===== src/rtl/demux16_sched_pkg.sv =====
// Shared constants and types for the demux16 round-robin scheduler.
package demux16_sched_pkg;

  localparam int unsigned NUM_CH = 16;
  localparam int unsigned SEL_W  = 4;
  localparam int unsigned CNT_W  = 4;

  typedef enum logic {
    IDLE  = 1'b0,
    GRANT = 1'b1
  } state_t;

  typedef logic [NUM_CH-1:0] ch_vec_t;

endpackage


===== src/rtl/rr_pick16.sv =====
// Rotating-priority picker: returns the first set request strictly after ptr,
// wrapping from channel 15 back to channel 0.
module rr_pick16
  import demux16_sched_pkg::*;
(
  input  ch_vec_t          req,
  input  logic [SEL_W-1:0] ptr,
  output logic [SEL_W-1:0] gnt_idx,
  output logic             any
);

  logic [SEL_W-1:0] idx;
  logic             found;

  always_comb begin
    gnt_idx = '0;
    found   = 1'b0;
    idx     = '0;
    // Offset 16 truncates to ptr itself, so the last candidate is the pointer.
    for (int unsigned i = 1; i <= NUM_CH; i++) begin
      idx = ptr + SEL_W'(i);
      if (!found && req[idx]) begin
        gnt_idx = idx;
        found   = 1'b1;
      end
    end
  end

  assign any = |req;

endmodule


===== src/rtl/demux16_rr_sched.sv =====
// Round-robin 1:16 demux scheduler with fixed-length bursts per grant.
// Optional counters xfer_cnt/revoke_cnt are built when DEMUX16_SCHED_STATS_EN is defined.
module demux16_rr_sched
  import demux16_sched_pkg::*;
#(
  parameter int unsigned BURST = 4
) (
  input  logic             clk,
  input  logic             rst,
  input  logic             din,
  input  logic             din_valid,
  output logic             din_ready,
  input  ch_vec_t          ch_en,
  input  ch_vec_t          ch_ready,
  output logic [SEL_W-1:0] s,
  output ch_vec_t          y,
  output ch_vec_t          y_valid,
  output logic             busy
`ifdef DEMUX16_SCHED_STATS_EN
  ,
  output logic [31:0]      xfer_cnt,
  output logic [7:0]       revoke_cnt
`endif
);

  state_t           state_q;
  logic [SEL_W-1:0] s_q;
  logic [SEL_W-1:0] rr_ptr_q;
  logic [CNT_W-1:0] beat_cnt_q;
  ch_vec_t          y_q;
  ch_vec_t          yv_q;
  logic             busy_q;

  ch_vec_t          elig;
  ch_vec_t          sel_oh;
  logic [SEL_W-1:0] pick_idx;
  logic             pick_any;
  logic             in_grant;
  logic             cur_en;
  logic             cur_rdy;
  logic             revoke;
  logic             accept;
  logic             last_beat;

  assign elig = ch_en & ch_ready;

  rr_pick16 u_pick (
    .req     (elig),
    .ptr     (rr_ptr_q),
    .gnt_idx (pick_idx),
    .any     (pick_any)
  );

  assign in_grant  = (state_q == GRANT);
  assign cur_en    = ch_en[s_q];
  assign cur_rdy   = ch_ready[s_q];
  assign sel_oh    = ch_vec_t'(1) << s_q;
  // A dropped enable outranks a valid beat in the same cycle.
  assign revoke    = in_grant && !cur_en;
  assign din_ready = in_grant && cur_en && cur_rdy;
  assign accept    = din_ready && din_valid;
  assign last_beat = (beat_cnt_q == CNT_W'(BURST - 1));

  always_ff @(posedge clk) begin
    if (rst) begin
      state_q    <= IDLE;
      s_q        <= '0;
      rr_ptr_q   <= SEL_W'(NUM_CH - 1);
      beat_cnt_q <= '0;
      y_q        <= '0;
      yv_q       <= '0;
      busy_q     <= 1'b0;
    end else begin
      yv_q <= '0;
      case (state_q)
        IDLE: begin
          if (pick_any) begin
            s_q        <= pick_idx;
            busy_q     <= 1'b1;
            beat_cnt_q <= '0;
            state_q    <= GRANT;
          end
        end
        GRANT: begin
          if (revoke) begin
            rr_ptr_q <= s_q;
            busy_q   <= 1'b0;
            state_q  <= IDLE;
          end else if (accept) begin
            y_q  <= din ? sel_oh : '0;
            yv_q <= sel_oh;
            if (last_beat) begin
              rr_ptr_q   <= s_q;
              busy_q     <= 1'b0;
              beat_cnt_q <= '0;
              state_q    <= IDLE;
            end else begin
              beat_cnt_q <= beat_cnt_q + CNT_W'(1);
            end
          end
        end
        default: state_q <= IDLE;
      endcase
    end
  end

  assign s       = s_q;
  assign y       = y_q;
  assign y_valid = yv_q;
  assign busy    = busy_q;

`ifdef DEMUX16_SCHED_STATS_EN
  logic [31:0] xfer_cnt_q;
  logic [7:0]  revoke_cnt_q;

  always_ff @(posedge clk) begin
    if (rst) begin
      xfer_cnt_q   <= '0;
      revoke_cnt_q <= '0;
    end else begin
      if (accept) begin
        xfer_cnt_q <= xfer_cnt_q + 32'd1;
      end
      if (revoke && (revoke_cnt_q != '1)) begin
        revoke_cnt_q <= revoke_cnt_q + 8'd1;
      end
    end
  end

  assign xfer_cnt   = xfer_cnt_q;
  assign revoke_cnt = revoke_cnt_q;
`endif

endmodule

===== config.mk =====
export PLATFORM = sky130hd
export DESIGN_NAME = demux16_rr_sched
export DESIGN_NICKNAME = d
export VERILOG_FILES = /design/src/rtl/demux16_sched_pkg.sv /design/src/rtl/rr_pick16.sv /design/src/rtl/demux16_rr_sched.sv
export SDC_FILE = /design/constraint.sdc
export NUM_CORES = 1
export LEC_CHECK = 0
export ABC_CLOCK_PERIOD_IN_PS = 5640
export CAP_MARGIN = 20
export CORE_ASPECT_RATIO = 1.25
export CORE_UTILIZATION = 35
export CTS_BUF_LIST = sky130_fd_sc_hd__clkbuf_16
export DETAILED_ROUTE_END_ITERATION = 8
export GPL_ROUTABILITY_DRIVEN = 0
export GPL_TIMING_DRIVEN = 0
export PLACE_DENSITY = 0.57
export SLEW_MARGIN = 20
export SYNTH_ARGS = -nofsm -noshare
export SYNTH_HDL_FRONTEND = slang
export SYNTH_SLANG_ARGS = --single-unit

===== constraint.sdc =====
create_clock -name clk -period 5.64 [get_ports clk]
set_input_delay 0.564 -clock clk [delete_from_list [all_inputs] [get_ports clk]]
set_output_delay 0.564 -clock clk [all_outputs]
set_load 0.005 [all_outputs]

==> reports/results.ini, run 1 <==
[placed_design]
io_buffers = 73
pre_cts_ws_ns = 0.226
dp_hpwl_mm = 13.2

[outcome]
outcome = completed

[routing]
ant_nets = 0
drc = 0
detail_route.wl_per_cell_um = 20.7
vias = 4985
dr.pass1.iters = 5
drt-vias-per-instance = 6.12
wl_mm = 16.9
drtIter0Drc = 386

[cells_and_area]
num-fill-cells = 1296
layout-drive-gt1-share_pct = 12.8
antenna_cells = 0
syn2layout_area_growth_pct = 23.4
seq_area_um2 = 921
nets = 689
multi_input_area_mm2 = 0.00347

[sta]
timing.final.ws_setup_ns = 0.379
skew_ns = 0.00848
period_share_pct = 93.3
grt_setup_unrepaired = no
setup_violations = 0
worstMarginPinSlew_ns = 0.850
slew_viol_final = 0
finalSetupTns_ns = 0
max_freq_mhz = 190
layout_min_cycle_time_ns = 5.26
slew_headroom_pct = 43.3
hold_violations = 0

[synth]
ys.flop_type = dfxtp_1
seq_area_frac_synth_pct = 19.9
syn_area_mm2 = 0.00462
ys_ff_latch = 46
synthDistinctLibCells = 79
yosys_warnings = 0
synth_edf_count = 0
async_flop_share_pct = 0
synthCells = 566
syn_area_per_cell_um2 = 8.17
syn_nets = 610

[pwr]
switching_share_pct = 51.2
p_switching_mw = 1.35
power.internal_mw = 1.29
seqPwrFrac_pct = 14.3
clkPwrFrac_pct = 10.8
vdd_drop_max_v = 0.000158
static-leakage-power_nw = 1.99
power_density_mw_per_mm2 = 463
p_comb_share_pct = 74.9

[job]
drv_cap = 0

[cts]
cts_root_buf = clkbuf_16
cts.sink_count = 46
cts_max_path_buffers = 2
clock_latency_ns = 0.28
cts_buffers = 5
clk_pin_slew_ns = 0.06
cts_tree = yes
htree_levels = 2
ctsHoldBuffers = 0

[critical_path]
worstSetupPathType = reg2reg
reg2reg_setup_slack_ns = 0.38
endpoint_kind = register
r2r_cells = 14
critPathLaunchType = register
cp_max_fo = 13
critical_path_required_ns = 5.86
crit_arrival_ns = 5.48

[min_path]
holdPathStages = 2
holdCritPathClass = reg2reg

[global_routing]
grt_max_degree = 15
grt_first_pass_wirelength_mm = 25.9
grt_pass1_vias = 4767
grtUsageTotal_pct = 24.6
grt_overflow = 0
antenna_found_initial = 0

[floorplan]
initial_core_util_pct = 36.2
coreArea_mm2 = 0.0128
io_pins = 74
die_w_um = 105
dieHeight_um = 130
die_area_mm2 = 0.0137
num_rows = 46

[layer usage]
metal | share of wire (%) | track usage [%] | wire length [µm]
met1 | 40 | 29.8 | 6740
met2 | 48 | 42.2 | 8140
met3 | 6.4 | 2.33 | 1080
met4 | 5.5 | 15.9 | 930
met5 | 0 | 0 | 0
[final timing paths]
path / end / from
max: s[3]$_SDFFE_PP0P_ / rr_ptr_q[1]$_SDFFE_PP1P_
min: y[9]$_SDFFE_PP0P_ / y[9]$_SDFFE_PP0P_
max reg2reg: s[3]$_SDFFE_PP0P_ / rr_ptr_q[1]$_SDFFE_PP1P_
min reg2reg: y[9]$_SDFFE_PP0P_ / y[9]$_SDFFE_PP0P_
[through the flow]
| step | hold WS, ns | util, % | cells | cell area, µm² | total power [mW] |
|---|---|---|---|---|---|
| 2_1_floorplan | 0.468 | - | 566 | 4620 | 1.79 |
| 3_3_place_gp | 0.477 | 43.5 | 807 | 5560 | 2.29 |
| 3_5_place_dp | 0.475 | 43.5 | 807 | 5560 | 2.31 |
| 4_1_cts | 0.489 | 44.6 | 815 | 5700 | 2.59 |
| 5_1_grt | 0.511 | 44.6 | 814 | 5700 | 2.78 |
| 6_report | 0.488 | 44.6 | 814 | 5700 | 2.64 |
[repair_timing]
action	in CTS	in global routing
resized for setup	0	2
endpoints found under the setup margin	0	3
endpoints found under the hold margin	0	0
setup buffers	0	0
[cells in the final DEF, fill, tap and decap left out, types with 4 or more instances in the layout]
cell type / instances
clkbuf_1: 22
dfxtp_1: 46
nand2b_1: 7
buf_2: 6
o21ai_0: 34
a211oi_1: 7
mux4_2: 38
xnor2_1: 7
a211o_1: 6
and2_1: 13
nand3_1: 30
mux2i_1: 16
clkdlybuf4s50_1: 73
inv_1: 9
a31oi_1: 6
buf_6: 4
ha_1: 8
nand2_1: 51
or2_2: 4
clkbuf_16: 5
o211ai_1: 5
nor3_1: 28
nand3b_1: 7
mux2_2: 4
nor2_1: 85
o22ai_1: 9
nand4_1: 5
a21oi_1: 33
nor2b_1: 4
[critical path, cell delays in order (launching register included)]
cell and delay (ns):
dfxtp_1 0.49, clkbuf_2 0.30, clkinv_1 0.24, clkbuf_1 0.44, ha_1 0.40, xnor2_4 0.47
mux4_2 0.58, mux2i_2 0.25, mux2i_2 0.21, or4b_4 0.54, nor4_4 0.34, nand2_2 0.15
a2bb2oi_1 0.17, a2111oi_0 0.44, a41o_1 0.16
[state kept, by name (all words and copies together), names as in the netlist]
signal,cells
y,16
y_valid,16
beat_cnt_q,4
rr_ptr_q,4
s,4
busy,1
in_grant,1
[cell families (layout without fill, tap and decap cells)]
logic type / after synthesis / in the layout / share of synthesized area, %
simple gates: 253 / 253 / 26.8
compound gates: 137 / 137 / 19.4
mux: 61 / 61 / 23.9
buf+inv: 50 / 130 / 5.04
flops: 46 / 46 / 19.9
xor+xnor: 11 / 11 / 2.82
fa+ha+maj: 8 / 8 / 2.17
[power by group through the flow]
stage | clock network (mW) | logic (mW) | registers (mW)
after floorplan | 0 | 1.42 | 0.374
after global placement | 0 | 1.91 | 0.383
after detailed placement | 0 | 1.92 | 0.383
after CTS | 0.287 | 1.93 | 0.376
after global routing | 0.302 | 2.10 | 0.380
final | 0.284 | 1.98 | 0.377
[synthesized netlist by cell type, types with 3 or more instances]
cell | count | share of area [%]
a211o_1 | 6 | 1.1
a211oi_1 | 7 | 1.1
a21oi_1 | 33 | 3.6
a22oi_1 | 3 | 0.49
a31oi_1 | 6 | 0.81
and2_1 | 13 | 1.8
buf_2 | 6 | 0.65
buf_6 | 4 | 0.97
clkbuf_1 | 24 | 1.9
dfxtp_1 | 46 | 20
ha_1 | 8 | 2.2
inv_1 | 8 | 0.65
mux2_2 | 4 | 0.97
mux2i_1 | 16 | 3.5
mux4_2 | 38 | 19
nand2_1 | 51 | 4.1
nand2b_1 | 7 | 0.95
nand3_1 | 30 | 3.2
nand3b_1 | 7 | 1.1
nand4_1 | 5 | 0.68
nor2_1 | 85 | 6.9
nor2b_1 | 4 | 0.54
nor3_1 | 28 | 3.0
o211ai_1 | 5 | 0.81
o21ai_0 | 34 | 3.7
o22ai_1 | 9 | 1.2
o31ai_1 | 3 | 0.49
o41ai_1 | 3 | 0.57
or2_2 | 4 | 0.54
xnor2_1 | 7 | 1.3
[area by class of cell]
type,instances,area share (%)
multi-input combinational,470,60.8
clock inverter,3,0.285
clock buffer,5,2.19
buffer,37,3.25
tap,168,3.69
inverter,12,0.790
timing repair buffer,73,12.8
sequential,46,16.2
Note: power is estimated with default switching activity, not from simulation.
==> run 2: changes to the inputs <==
--- a/config.mk
+++ b/config.mk
@@ -13,6 +13,7 @@
 export DETAILED_ROUTE_END_ITERATION = 8
 export GPL_ROUTABILITY_DRIVEN = 0
 export GPL_TIMING_DRIVEN = 0
+export MAX_ROUTING_LAYER = met4
 export PLACE_DENSITY = 0.57
 export SLEW_MARGIN = 20
 export SYNTH_ARGS = -nofsm -noshare
==> run 2 against run 1 <==
Compared with the run above: die area is the same; sequential power barely moved; first-iteration DRC count increased by 0.52%; utilization unchanged; largest power group unchanged.
==> reports/results.ini, run 2 (synthesis results as in run 1) <==
[pwr]
p_comb_share_pct = 74.9  ; about the same
power.total_mw = 2.64  ; about the same
switching_share_pct = 51.1  ; was 51.2%
static-leakage-power_nw = 1.99  ; unchanged
seqPwrFrac_pct = 14.3  ; about the same
power.internal_mw = 1.29  ; about the same
power_density_mw_per_mm2 = 463  ; about the same
vdd_drop_max_v = 0.000158  ; about the same
clkPwrFrac_pct = 10.8  ; about the same
p_switching_mw = 1.35  ; about the same

[global_routing]
grt_pass1_vias = 4764  ; was 4767
grt_max_degree = 15  ; unchanged
antenna_found_initial = 0  ; unchanged
grtUsageTotal_pct = 25.4  ; was 24.6%
grt_overflow = 0  ; unchanged
grt_first_pass_wirelength_mm = 25.9  ; about the same

[floorplan]
die_w_um = 105  ; unchanged
io_pins = 74  ; unchanged
die_area_mm2 = 0.0137  ; unchanged
initial_core_util_pct = 36.2  ; unchanged
dieHeight_um = 130  ; unchanged
num_rows = 46  ; unchanged
coreArea_mm2 = 0.0128  ; unchanged

[cts]
clock_latency_ns = 0.28  ; about the same
cts_buffers = 5  ; unchanged
clk_pin_slew_ns = 0.06  ; about the same
cts_max_path_buffers = 2  ; unchanged
cts_resized = 0  ; unchanged
cts.sink_count = 46  ; unchanged
cts_root_buf = clkbuf_16  ; unchanged
ctsHoldBuffers = 0  ; unchanged
htree_levels = 2  ; unchanged
cts_setup_buffers = 0  ; unchanged
cts_tree = yes  ; unchanged

[critical_path]
path_buf_inv = 3  ; unchanged
reg2reg_setup_slack_ns = 0.38  ; about the same
worstSetupPathType = reg2reg  ; unchanged
crit_slowest_cell = mux4_2  ; unchanged
crit_arrival_ns = 5.48  ; about the same
cp_max_fo = 13  ; unchanged
critical_path_required_ns = 5.86  ; about the same
critPathLaunchType = register  ; unchanged
slowest_delay_ns = 0.58  ; about the same
endpoint_kind = register  ; unchanged
r2r-start = rr_ptr_q[1]$_SDFFE_PP1P_  ; unchanged
cp_common_cell = mux2i_2  ; unchanged
r2r_end = s[3]$_SDFFE_PP0P_  ; unchanged
r2r_cells = 14  ; unchanged
path_delay_family = multiplexers  ; unchanged
cp.depth = 14  ; unchanged
crit_chain = clkbuf_2 -> clkinv_1 -> clkbuf_1 -> ha_1 -> xnor2_4 -> mux4_2 -> mux2i_2 -> mux2i_2 -> or4b_4 -> nor4_4 -> nand2_2 -> a2bb2oi_1 -> a2111oi_0 -> a41o_1  ; unchanged

[sta]
skew_ns = 0.00937  ; was 0.00848 ns
slew_viol_final = 0  ; unchanged
layout_min_cycle_time_ns = 5.26  ; about the same
grt_setup_unrepaired = no  ; unchanged
timing.final.ws_setup_ns = 0.376  ; was 0.379 ns
period_share_pct = 93.3  ; about the same
slew_headroom_pct = 43.3  ; about the same
setup_violations = 0  ; unchanged
fin_hold_ws_ns = 0.488  ; about the same
hold_violations = 0  ; unchanged
finalSetupTns_ns = 0  ; unchanged
max_freq_mhz = 190  ; about the same
worstMarginPinSlew_ns = 0.851  ; was 0.850 ns

[cells_and_area]
final_common_cell = nor2_1  ; unchanged
fin_area_mm2 = 0.00570  ; unchanged
layout-drive-gt1-share_pct = 12.8  ; unchanged
instances_no_fill = 814  ; unchanged
fin_util_pct = 44.6  ; unchanged
final_cell_mix = nor2_1, clkdlybuf4s50_1, nand2_1  ; unchanged
antenna_cells = 0  ; unchanged
syn2layout_area_growth_pct = 23.4  ; unchanged
nets = 689  ; unchanged
num-fill-cells = 1296  ; unchanged

[placed_design]
dp_cells = 807  ; unchanged
pre_cts_ws_ns = 0.226  ; unchanged
io_buffers = 73  ; unchanged
dp_hpwl_mm = 13.2  ; unchanged
placed_area_mm2 = 0.00556  ; unchanged

[routing]
detail_route.wl_per_cell_um = 20.8  ; was 20.7 µm
dr.pass1.iters = 5  ; unchanged
vias = 5044  ; was 4985
ant_nets = 0  ; unchanged
wl_mm = 17.0  ; was 16.9 mm
drc = 0  ; unchanged
drt-vias-per-instance = 6.20  ; was 6.12
drtIter0Drc = 388  ; was 386

[outcome]
outcome = completed  ; unchanged

[job]
drv_cap = 0  ; unchanged

[min_path]
holdCritPathClass = reg2reg  ; unchanged
holdPathStages = 2  ; unchanged
worstHoldStart = y[9]$_SDFFE_PP0P_  ; unchanged
whs_endpoint = y[9]$_SDFFE_PP0P_  ; unchanged

-- run 2: cell counts in the layout (fill, tap and decap cells not counted) --
No cell type changed its count.
-- run 2: final cells by class --
type,count,area (µm²),area share (%)
timing repair buffer,73,731,12.8
sequential,46,921,16.2
tap,168,210,3.69
clock inverter,3,16.3,0.285
inverter,12,45.0,0.790
clock buffer,5,125,2.19
buffer,37,185,3.25
multi-input combinational,470,3470,60.8
-- run 2: layer usage --
metal / vias up / wire (µm) / global-route usage (%) / share of wire [%]
li1: 2287 / - / - / -
met1: 2386 / 6760 / 30.0 / 40
met2: 304 / 8190 / 42.2 / 48
met3: 67 / 1070 / 2.13 / 6.3
met4: 0 / 938 / 15.9 / 5.5
met5: - / 0 / - / 0
-- run 2: worst reg2reg max path, cell delays in order (launching register included) --
cell and delay, ns:
dfxtp_1 0.49, clkbuf_2 0.30, clkinv_1 0.25, clkbuf_1 0.44
ha_1 0.40, xnor2_4 0.47, mux4_2 0.59, mux2i_2 0.26
mux2i_2 0.22, or4b_4 0.55, nor4_4 0.35, nand2_2 0.15
a2bb2oi_1 0.17, a2111oi_0 0.42, a41o_1 0.16
-- run 2: how the worst max path moves through the flow --
stage,start,end,slack [ns]
3_3_place_gp,rr_ptr_q[1]$_SDFFE_PP1P_,s[3]$_SDFFE_PP0P_,0.27
6_report,rr_ptr_q[1]$_SDFFE_PP1P_,s[3]$_SDFFE_PP0P_,0.38
2_1_floorplan,rr_ptr_q[1]$_SDFFE_PP1P_,s[0]$_SDFFE_PP0P_,1.45
4_1_cts,rr_ptr_q[1]$_SDFFE_PP1P_,s[3]$_SDFFE_PP0P_,0.20
5_1_grt,rr_ptr_q[1]$_SDFFE_PP1P_,s[3]$_SDFFE_PP0P_,0.20
3_5_place_dp,rr_ptr_q[1]$_SDFFE_PP1P_,s[3]$_SDFFE_PP0P_,0.23
-- run 2: power by group through the flow --
stage	clock network [mW]	registers, mW	logic [mW]
finish	0.284	0.377	1.98
floorplan	0	0.374	1.42
global route	0.303	0.380	2.10
detailed placement	0	0.383	1.92
CTS	0.287	0.376	1.93
global placement	0	0.383	1.91
==> run 3: changes to the inputs <==
--- a/config.mk
+++ b/config.mk
@@ -15,6 +15,7 @@
 export GPL_TIMING_DRIVEN = 0
 export MAX_ROUTING_LAYER = met4
 export PLACE_DENSITY = 0.57
+export SKIP_LAST_GASP = 1
 export SLEW_MARGIN = 20
 export SYNTH_ARGS = -nofsm -noshare
 export SYNTH_HDL_FRONTEND = slang
==> results of run 3 <==
No change in the layout: final DEF, timing and power equal those of run 2.
